## config.mk

```make
export PLATFORM = sky130hd
export DESIGN_NAME = bcd_mod_invcounter_flat
export DESIGN_NICKNAME = d
export VERILOG_FILES = /design/src/rtl/bcd_mod_invcounter_pkg.sv /design/src/rtl/bcd_mod_invcounter_if.sv /design/src/rtl/bcd_mod_invcounter_bcd2_down_counter.sv /design/src/rtl/bcd_mod_invcounter.sv /design/src/flat_wrapper.sv
export SDC_FILE = /design/constraint.sdc
export NUM_CORES = 1
export LEC_CHECK = 0
export CAP_MARGIN = 20
export CORE_UTILIZATION = 55
export CTS_CLUSTER_SIZE = 14
export DETAILED_ROUTE_END_ITERATION = 10
export PLACE_DENSITY_LB_ADDON = 0.25
export SYNTH_ARGS = -nofsm -noshare
export SYNTH_HDL_FRONTEND = slang
export SYNTH_HIERARCHICAL = 1
export SYNTH_SLANG_ARGS = --single-unit
```

## constraint.sdc

```tcl
create_clock -name clk -period 3 [get_ports clk]
set_input_delay 0.9 -clock clk [delete_from_list [all_inputs] [get_ports clk]]
set_output_delay 0.9 -clock clk [all_outputs]
set_load 0.05 [all_outputs]
```

## src/rtl/bcd_mod_invcounter_pkg.sv

```systemverilog
// ---------------------------------------------------------------------------
// bcd_mod_invcounter_pkg
// Shared types, constants and BCD helpers for the two-digit BCD time-field
// engine (complement decoder / countdown counter).
//   bcd_digit_t : one BCD digit
//   bcd2_t      : two-digit BCD value {dec, uni}
//   state_e     : engine state (CONV, HALT, RUN)
//   bcd2bin()   : two BCD digits -> binary 0..99
//   bin2bcd()   : binary 0..99   -> two BCD digits
// ---------------------------------------------------------------------------
package bcd_mod_invcounter_pkg;

  typedef logic [3:0] bcd_digit_t;

  typedef struct packed {
    bcd_digit_t dec;
    bcd_digit_t uni;
  } bcd2_t;

  typedef enum logic [1:0] {
    CONV = 2'd0,
    HALT = 2'd1,
    RUN  = 2'd2
  } state_e;

  localparam int MOD_HOURS  = 24;
  localparam int MOD_MINSEC = 60;

  // Caller guarantees both digits are <= 9, so the result fits in 7 bits.
  function automatic logic [6:0] bcd2bin(input bcd_digit_t dec, input bcd_digit_t uni);
    logic [7:0] acc;
    acc = ({4'd0, dec} << 3) + ({4'd0, dec} << 1) + {4'd0, uni};
    return acc[6:0];
  endfunction

  // Caller guarantees bin <= 99, so both digits are valid BCD.
  function automatic bcd2_t bin2bcd(input logic [6:0] bin);
    bcd2_t r;
    r.dec = 4'(bin / 7'd10);
    r.uni = 4'(bin % 7'd10);
    return r;
  endfunction

endpackage

```

## src/rtl/bcd_mod_invcounter_if.sv

```systemverilog
// ---------------------------------------------------------------------------
// bcd_mod_invcounter_if
// Bundles the data/control inputs and status outputs of the engine.
//   code_dec/code_uni : input value, BCD
//   mode              : 0 = convert, 1 = count
//   load/en/tick      : counter controls (count mode only)
//   outdec/outuni     : registered output value, BCD
//   err/borrow        : 1-cycle status pulses
//   done/zero         : status levels
// master drives the inputs; slave is the engine itself.
// ---------------------------------------------------------------------------
interface bcd_mod_invcounter_if;
  import bcd_mod_invcounter_pkg::*;

  bcd_digit_t code_dec;
  bcd_digit_t code_uni;
  logic       mode;
  logic       load;
  logic       en;
  logic       tick;
  bcd_digit_t outdec;
  bcd_digit_t outuni;
  logic       err;
  logic       borrow;
  logic       done;
  logic       zero;

  modport master (
    output code_dec, code_uni, mode, load, en, tick,
    input  outdec, outuni, err, borrow, done, zero
  );

  modport slave (
    input  code_dec, code_uni, mode, load, en, tick,
    output outdec, outuni, err, borrow, done, zero
  );

endinterface

```

## src/rtl/bcd_mod_invcounter_bcd2_down_counter.sv

```systemverilog
// ---------------------------------------------------------------------------
// bcd2_down_counter
// Two-digit BCD down-counter with load, decrement and modulus wrap.
//   clk, reset    : clock, async active-high reset (count -> 00)
//   load_i        : capture load_val_i (already legality-checked by caller)
//   load_val_i    : value to load, BCD
//   dec_i         : decrement strobe (ignored when load_i is high)
//   count_o       : registered count
//   count_nxt_o   : count after this cycle's update, lets the parent register
//                   its outputs in step with the count
//   at_zero_o     : registered count equals 00
//   borrow_o      : this cycle's decrement wraps 00 -> MOD-1 (WRAP=1 only)
// ---------------------------------------------------------------------------
module bcd2_down_counter
  import bcd_mod_invcounter_pkg::*;
#(
  parameter int MOD  = MOD_HOURS,
  parameter bit WRAP = 1'b1
) (
  input  logic  clk,
  input  logic  reset,
  input  logic  load_i,
  input  bcd2_t load_val_i,
  input  logic  dec_i,
  output bcd2_t count_o,
  output bcd2_t count_nxt_o,
  output logic  at_zero_o,
  output logic  borrow_o
);

  localparam bcd2_t TOP_VAL = bin2bcd(7'(MOD - 1));

  bcd2_t count_q;
  bcd2_t count_d;
  logic  wrap_s;

  // Next count: load wins over decrement; 00 either wraps or holds.
  always_comb begin
    count_d = count_q;
    wrap_s  = 1'b0;
    if (load_i) begin
      count_d = load_val_i;
    end else if (dec_i) begin
      if (count_q == 8'h00) begin
        if (WRAP) begin
          count_d = TOP_VAL;
          wrap_s  = 1'b1;
        end else begin
          count_d = count_q;
        end
      end else if (count_q.uni == 4'd0) begin
        count_d.uni = 4'd9;
        count_d.dec = count_q.dec - 4'd1;
      end else begin
        count_d.uni = count_q.uni - 4'd1;
      end
    end else begin
      count_d = count_q;
    end
  end

  // Count register.
  always_ff @(posedge clk or posedge reset) begin
    if (reset) begin
      count_q <= 8'h00;
    end else begin
      count_q <= count_d;
    end
  end

  assign count_o     = count_q;
  assign count_nxt_o = count_d;
  assign at_zero_o   = (count_q == 8'h00);
  assign borrow_o    = wrap_s;

endmodule

```

## src/rtl/bcd_mod_invcounter.sv

```systemverilog
// ---------------------------------------------------------------------------
// bcd_mod_invcounter
// Two-digit BCD time-field engine. Mode 0 outputs the registered complement
// of the input with respect to the modulus (MOD-1-in); mode 1 is a loadable
// BCD countdown timer with wrap/stop policy.
//   clk, reset : clock, async active-high reset
//   bus        : slave side of bcd_mod_invcounter_if (inputs, controls,
//                registered outputs and status flags)
// Parameters: MOD (2..100) field modulus, WRAP (1 = wrap at 00, 0 = halt).
// ---------------------------------------------------------------------------
module bcd_mod_invcounter
  import bcd_mod_invcounter_pkg::*;
#(
  parameter int MOD  = MOD_HOURS,
  parameter bit WRAP = 1'b1
) (
  input logic                  clk,
  input logic                  reset,
  bcd_mod_invcounter_if.slave  bus
);

  localparam logic [7:0] MOD_W   = 8'(MOD);
  localparam logic [6:0] MAX_BIN = 7'(MOD - 1);

  state_e     state_q, state_d;
  bcd2_t      out_q, out_d;
  logic       err_q, err_d;
  logic       borrow_q, borrow_d;
  logic       done_q, done_d;
  logic       zero_q;

  bcd2_t      in_s;
  logic [6:0] in_bin_s;
  logic       legal_s;
  logic       counting_s;
  logic       cnt_load_s;
  logic       cnt_dec_s;
  bcd2_t      cnt_s;
  bcd2_t      cnt_nxt_s;
  logic       cnt_zero_s;
  logic       cnt_borrow_s;
  logic       stop_s;

  assign in_s     = {bus.code_dec, bus.code_uni};
  assign in_bin_s = bcd2bin(in_s.dec, in_s.uni);
  // Digit check comes first: the binary value is meaningless for non-BCD digits.
  assign legal_s  = (in_s.dec <= 4'd9) && (in_s.uni <= 4'd9) && ({1'b0, in_bin_s} < MOD_W);

  // load/tick only act once the engine has settled into HALT or RUN.
  assign counting_s = bus.mode && (state_q != CONV);
  assign cnt_load_s = counting_s && bus.load && legal_s;
  // Any load (even an illegal one) drops a coincident tick.
  assign cnt_dec_s  = bus.mode && (state_q == RUN) && bus.en && bus.tick && !bus.load;
  // Without wrap, a tick that leaves the count at 00 stops the run.
  assign stop_s     = cnt_dec_s && !WRAP && (cnt_zero_s || (cnt_s == 8'h01));

  bcd2_down_counter #(
    .MOD  (MOD),
    .WRAP (WRAP)
  ) u_cnt (
    .clk         (clk),
    .reset       (reset),
    .load_i      (cnt_load_s),
    .load_val_i  (in_s),
    .dec_i       (cnt_dec_s),
    .count_o     (cnt_s),
    .count_nxt_o (cnt_nxt_s),
    .at_zero_o   (cnt_zero_s),
    .borrow_o    (cnt_borrow_s)
  );

  // Next state, output value and status flags.
  always_comb begin
    state_d  = state_q;
    out_d    = out_q;
    err_d    = 1'b0;
    borrow_d = 1'b0;
    done_d   = done_q;
    if (!bus.mode) begin
      state_d = CONV;
      done_d  = 1'b0;
      if (legal_s) begin
        out_d = bin2bcd(MAX_BIN - in_bin_s);
        err_d = 1'b0;
      end else begin
        out_d = 8'h00;
        err_d = 1'b1;
      end
    end else begin
      out_d    = cnt_nxt_s;
      borrow_d = cnt_borrow_s;
      err_d    = counting_s && bus.load && !legal_s;
      if (cnt_load_s) begin
        done_d = 1'b0;
      end else if (stop_s) begin
        done_d = 1'b1;
      end else begin
        done_d = done_q;
      end
      case (state_q)
        CONV: state_d = HALT;
        // done blocks a restart until a load clears it (possibly this cycle).
        HALT: state_d = (bus.en && !done_d) ? RUN : HALT;
        RUN:  state_d = (!bus.en || done_d) ? HALT : RUN;
        default: state_d = CONV;
      endcase
    end
  end

  // State and registered outputs; zero tracks the value being registered.
  always_ff @(posedge clk or posedge reset) begin
    if (reset) begin
      state_q  <= CONV;
      out_q    <= 8'h00;
      err_q    <= 1'b0;
      borrow_q <= 1'b0;
      done_q   <= 1'b0;
      zero_q   <= 1'b1;
    end else begin
      state_q  <= state_d;
      out_q    <= out_d;
      err_q    <= err_d;
      borrow_q <= borrow_d;
      done_q   <= done_d;
      zero_q   <= (out_d == 8'h00);
    end
  end

  assign bus.outdec = out_q.dec;
  assign bus.outuni = out_q.uni;
  assign bus.err    = err_q;
  assign bus.borrow = borrow_q;
  assign bus.done   = done_q;
  assign bus.zero   = zero_q;

endmodule

```

## src/flat_wrapper.sv

```systemverilog
// flat-port wrapper written by rule: the top's interface ports become plain ports
module bcd_mod_invcounter_flat import bcd_mod_invcounter_pkg::*;
#(
  parameter int MOD  = MOD_HOURS,
  parameter bit WRAP = 1'b1
)
  (clk, reset, bus_code_dec, bus_code_uni, bus_mode, bus_load, bus_en, bus_tick, bus_outdec, bus_outuni, bus_err, bus_borrow, bus_done, bus_zero);
  bcd_mod_invcounter_if bus_i ();
  input logic clk;
  input logic reset;
  input wire logic [$bits(bus_i.code_dec)-1:0] bus_code_dec;
  input wire logic [$bits(bus_i.code_uni)-1:0] bus_code_uni;
  input wire logic [$bits(bus_i.mode)-1:0] bus_mode;
  input wire logic [$bits(bus_i.load)-1:0] bus_load;
  input wire logic [$bits(bus_i.en)-1:0] bus_en;
  input wire logic [$bits(bus_i.tick)-1:0] bus_tick;
  output wire logic [$bits(bus_i.outdec)-1:0] bus_outdec;
  output wire logic [$bits(bus_i.outuni)-1:0] bus_outuni;
  output wire logic [$bits(bus_i.err)-1:0] bus_err;
  output wire logic [$bits(bus_i.borrow)-1:0] bus_borrow;
  output wire logic [$bits(bus_i.done)-1:0] bus_done;
  output wire logic [$bits(bus_i.zero)-1:0] bus_zero;
  assign bus_i.code_dec = bus_code_dec;
  assign bus_i.code_uni = bus_code_uni;
  assign bus_i.mode = bus_mode;
  assign bus_i.load = bus_load;
  assign bus_i.en = bus_en;
  assign bus_i.tick = bus_tick;
  assign bus_outdec = bus_i.outdec;
  assign bus_outuni = bus_i.outuni;
  assign bus_err = bus_i.err;
  assign bus_borrow = bus_i.borrow;
  assign bus_done = bus_i.done;
  assign bus_zero = bus_i.zero;
  bcd_mod_invcounter #(.MOD(MOD), .WRAP(WRAP)) u_core (.clk(clk), .reset(reset), .bus(bus_i));
endmodule
```

==> impl_metrics.ini, run 1 <==
[place]
dpl.hpwl_um = 5763
port_buffers = 25
place_inst = 395
gp_congestion = 0.8825

[run_status]
firstError = [ERROR DPL-0038] Utilization greater than 100%, impossible to legalize
status = stopped before the end
haltStage = global routing

[sta]
worst_endpoint = u_core/bus.zero$_DFF_PP1_/D
worst_endpoint_kind = register data pin

[clock_tree]
cts.sinks = 22
root_buffer = clkbuf_8
numCtsBuffers = 3
clock_path_buffers = 2
ctsHtreeMaxLevel = 1

[floorplan]
rows = 22
fp.dieW_um = 64.86
boundaryPins = 26
initial_core_util_pct = 58.48
dieHeight_um = 64.86

[yosys]
syn-mean-instance-area_um2 = 8.799
synth_area_um2 = 2173
syn-num-nets = 278
synth_warnings = 6
postSynthCellCount = 247

[global_routing]
grt_max_degree = 15
repair_timing:
action	4_1_cts
endpoints found under the setup margin	22
resized for setup	53
pin swaps	25
gates cloned	0
hold buffers	0
setup buffers	16
stage by stage:
step	hold WS (ps)	utilization (%)	cell area [um2]	setup TNS, ps	setup WS, ps
CTS	586.0	95.02	3531	-23350	-1984
detailed placement	534.8	84.88	3154	-35980	-2846
global placement	531.4	84.88	3154	-33130	-2584
floorplan	577.8	-	2257	-19270	-2227
==> run 2: changes to the inputs <==
- CORE_UTILIZATION: 55 -> 40
- CTS_CLUSTER_SIZE: 14 -> default
- PLACE_DENSITY_LB_ADDON: 0.25 -> 0.15
==> impl_metrics.ini, run 2 <==
[run_status]
status = finished with violations
violations = setup timing

[global_routing]
grt_pass1_wl_um = 10730
grt_max_degree = 15
antenna_found_initial = 0
grt_overflow = 0
grt.total_usage_pct = 24.70
first_global_vias = 2335

[sta]
whs_ps = 648.7
setup_viol = 22
layout_setup_ws_ps = -1966
finalHoldViolations = 0
fin_crit_ps = 4966
tightest_slew_ps = 500.4
drv_slew = 0
finalCritPeriodShare_pct = 165.5
rsz0062_at_grt = true
fmax_ghz = 0.2014
clock_skew_ps = 3.678
relSlewSlack_pct = 66.54

[floorplan]
dieHeight_um = 75.71
rows = 26
fp.dieW_um = 75.71
initial_core_util_pct = 42.02
dieArea_um2 = 5732
boundaryPins = 26
core_area_um2 = 5172

[power]
leakage_nw = 1.644
vdd_drop_max_mv = 0.4839
p_per_area_nw_per_um2 = 884.8

[yosys]
syn-num-nets = 278
synth_warnings = 6
syn-mean-instance-area_um2 = 8.799
postSynthCellCount = 247
synth_area_um2 = 2173

[place]
place_inst = 417
gp_congestion = 0.8574
dpl.hpwl_um = 4742
port_buffers = 25
postPlaceCellArea_um2 = 3182

[min_path]
min-delay-start = u_core/bus.done
hold_path_depth = 3
hold_end = u_core/bus.done
hp-class = reg -> reg

[critical_path]
startpoint_type = input pin
timing.rr.end = u_core/bus.zero
arrival_ps = 5120
startpoint = bus_code_dec[0]
crit_path_end_kind = register
r2r_slack_ps = 150
worstPathMaxFanout = 4
cp.required_ps = 3150
critical_path_class = in -> reg
worst-r2r-cell-count = 8
reg2reg_from = u_core/u_cnt/count_o[0]

[finish]
multi_input_area_um2 = 1881
final_common_cell = buf_4
nets = 407
fin_area_um2 = 3765
drive_gt1_share_pct = 50.40
seqCellArea_um2 = 551.8
syn_to_final_growth_pct = 73.23
stdcell_count = 445
diodes = 0
final_cell_mix = buf_4 (90), nand2_1 (26), nor2_1 (21), dfrtp_1 (21)
fillCellCount = 367
largest_reg_flops = 8

[drt]
drtIter0Drc = 99
highest_layer = met4
first_pass_iters = 4
dr_wl_met2_um = 3742
drcViolationCount = 0
vias = 2413
vias_per_cell = 5.422
ant_nets = 0
wl_per_cell_um = 15.52
m1WireLength_um = 2900
wl_met3_um = 146
totalWireLength_um = 6906

[clock_tree]
clock_latency_ps = 260
cts.sinks = 22
clock_path_buffers = 2
hold_buffers = 0
numCtsBuffers = 3
tritoncts = done
clkSlewWorstSetupHoldPaths_ps = 80
ctsHtreeMaxLevel = 1
root_buffer = clkbuf_8

[flow_run]
drv_cap = 0
[run 2: layer usage]
layer / global-route usage (%) / vias to the layer above
met5: 0 / -
met4: 7.819 / 0
met1: 30.17 / 1180
li1: - / 1184
met2: 46.03 / 37
met3: 1.720 / 12
[run 2: per-stage QoR]
| stage | total power [mW] | util (%) | TNS [ps] | worst slack [ps] |
|---|---|---|---|---|
| after floorplan | 1.720 | - | -19270 | -2227 |
| after global placement | 2.505 | 61.51 | -33720 | -2618 |
| after detailed placement | 2.530 | 61.51 | -34750 | -2730 |
| after CTS | 3.158 | 71.12 | -19990 | -1896 |
| after global routing | 3.536 | 72.79 | -22720 | -2123 |
| final | 3.331 | 72.79 | -20440 | -1966 |
[run 2: worst max path at each step]
| stage | slack, ps | end |
|---|---|---|
| CTS | -1900 | u_core/bus.zero |
| finish | -1970 | u_core/bus.outuni[2] |
| detailed placement | -2730 | u_core/bus.zero |
| global route | -2120 | u_core/bus.outuni[2] |
| global placement | -2620 | u_core/bus.zero |
| floorplan | -2230 | u_core/bus.zero |
[run 2: cell type report]
| type | instances | share of cell area [%] |
|---|---|---|
| Multi-Input combinational cell | 201 | 49.95 |
| Timing Repair Buffer | 133 | 29.68 |
| Sequential cell | 22 | 14.66 |
| Tap cell | 70 | 2.326 |
| Inverter | 15 | 1.496 |
| Clock buffer | 3 | 1.097 |
| Clock inverter | 1 | 0.7976 |
[run 2: report_power, final]
part / total, mW / internal, mW / switching [mW]
clock network: 0.274 / 0.178 / 0.0954
logic: 2.59 / 1.37 / 1.23
registers: 0.464 / 0.390 / 0.0737
[run 2: repair_timing]
item                                    4_1_cts  5_1_grt
endpoints found under the setup margin       22       22
resized for setup                            72       20
pin swaps                                    32       21
setup buffers                                25        5
[run 2: worst max-delay path, stage by stage]
cell       delay [ps]
buf_8             100
fa_2              480
fa_2              390
buf_6             140
xor2_4            190
buf_4             140
buf_4             100
and4b_1           250
a211oi_4           70
o211ai_2          190
nand2_1           110
ha_2              190
a41o_4            270
o221ai_2           60
o211ai_1          120
a2bb2oi_2         220
nand2_1           100
o211a_1           260
ha_2              200
o221a_4           240
nand2b_1          150
a32o_1            250
Note: power is estimated with default switching activity, not from simulation.
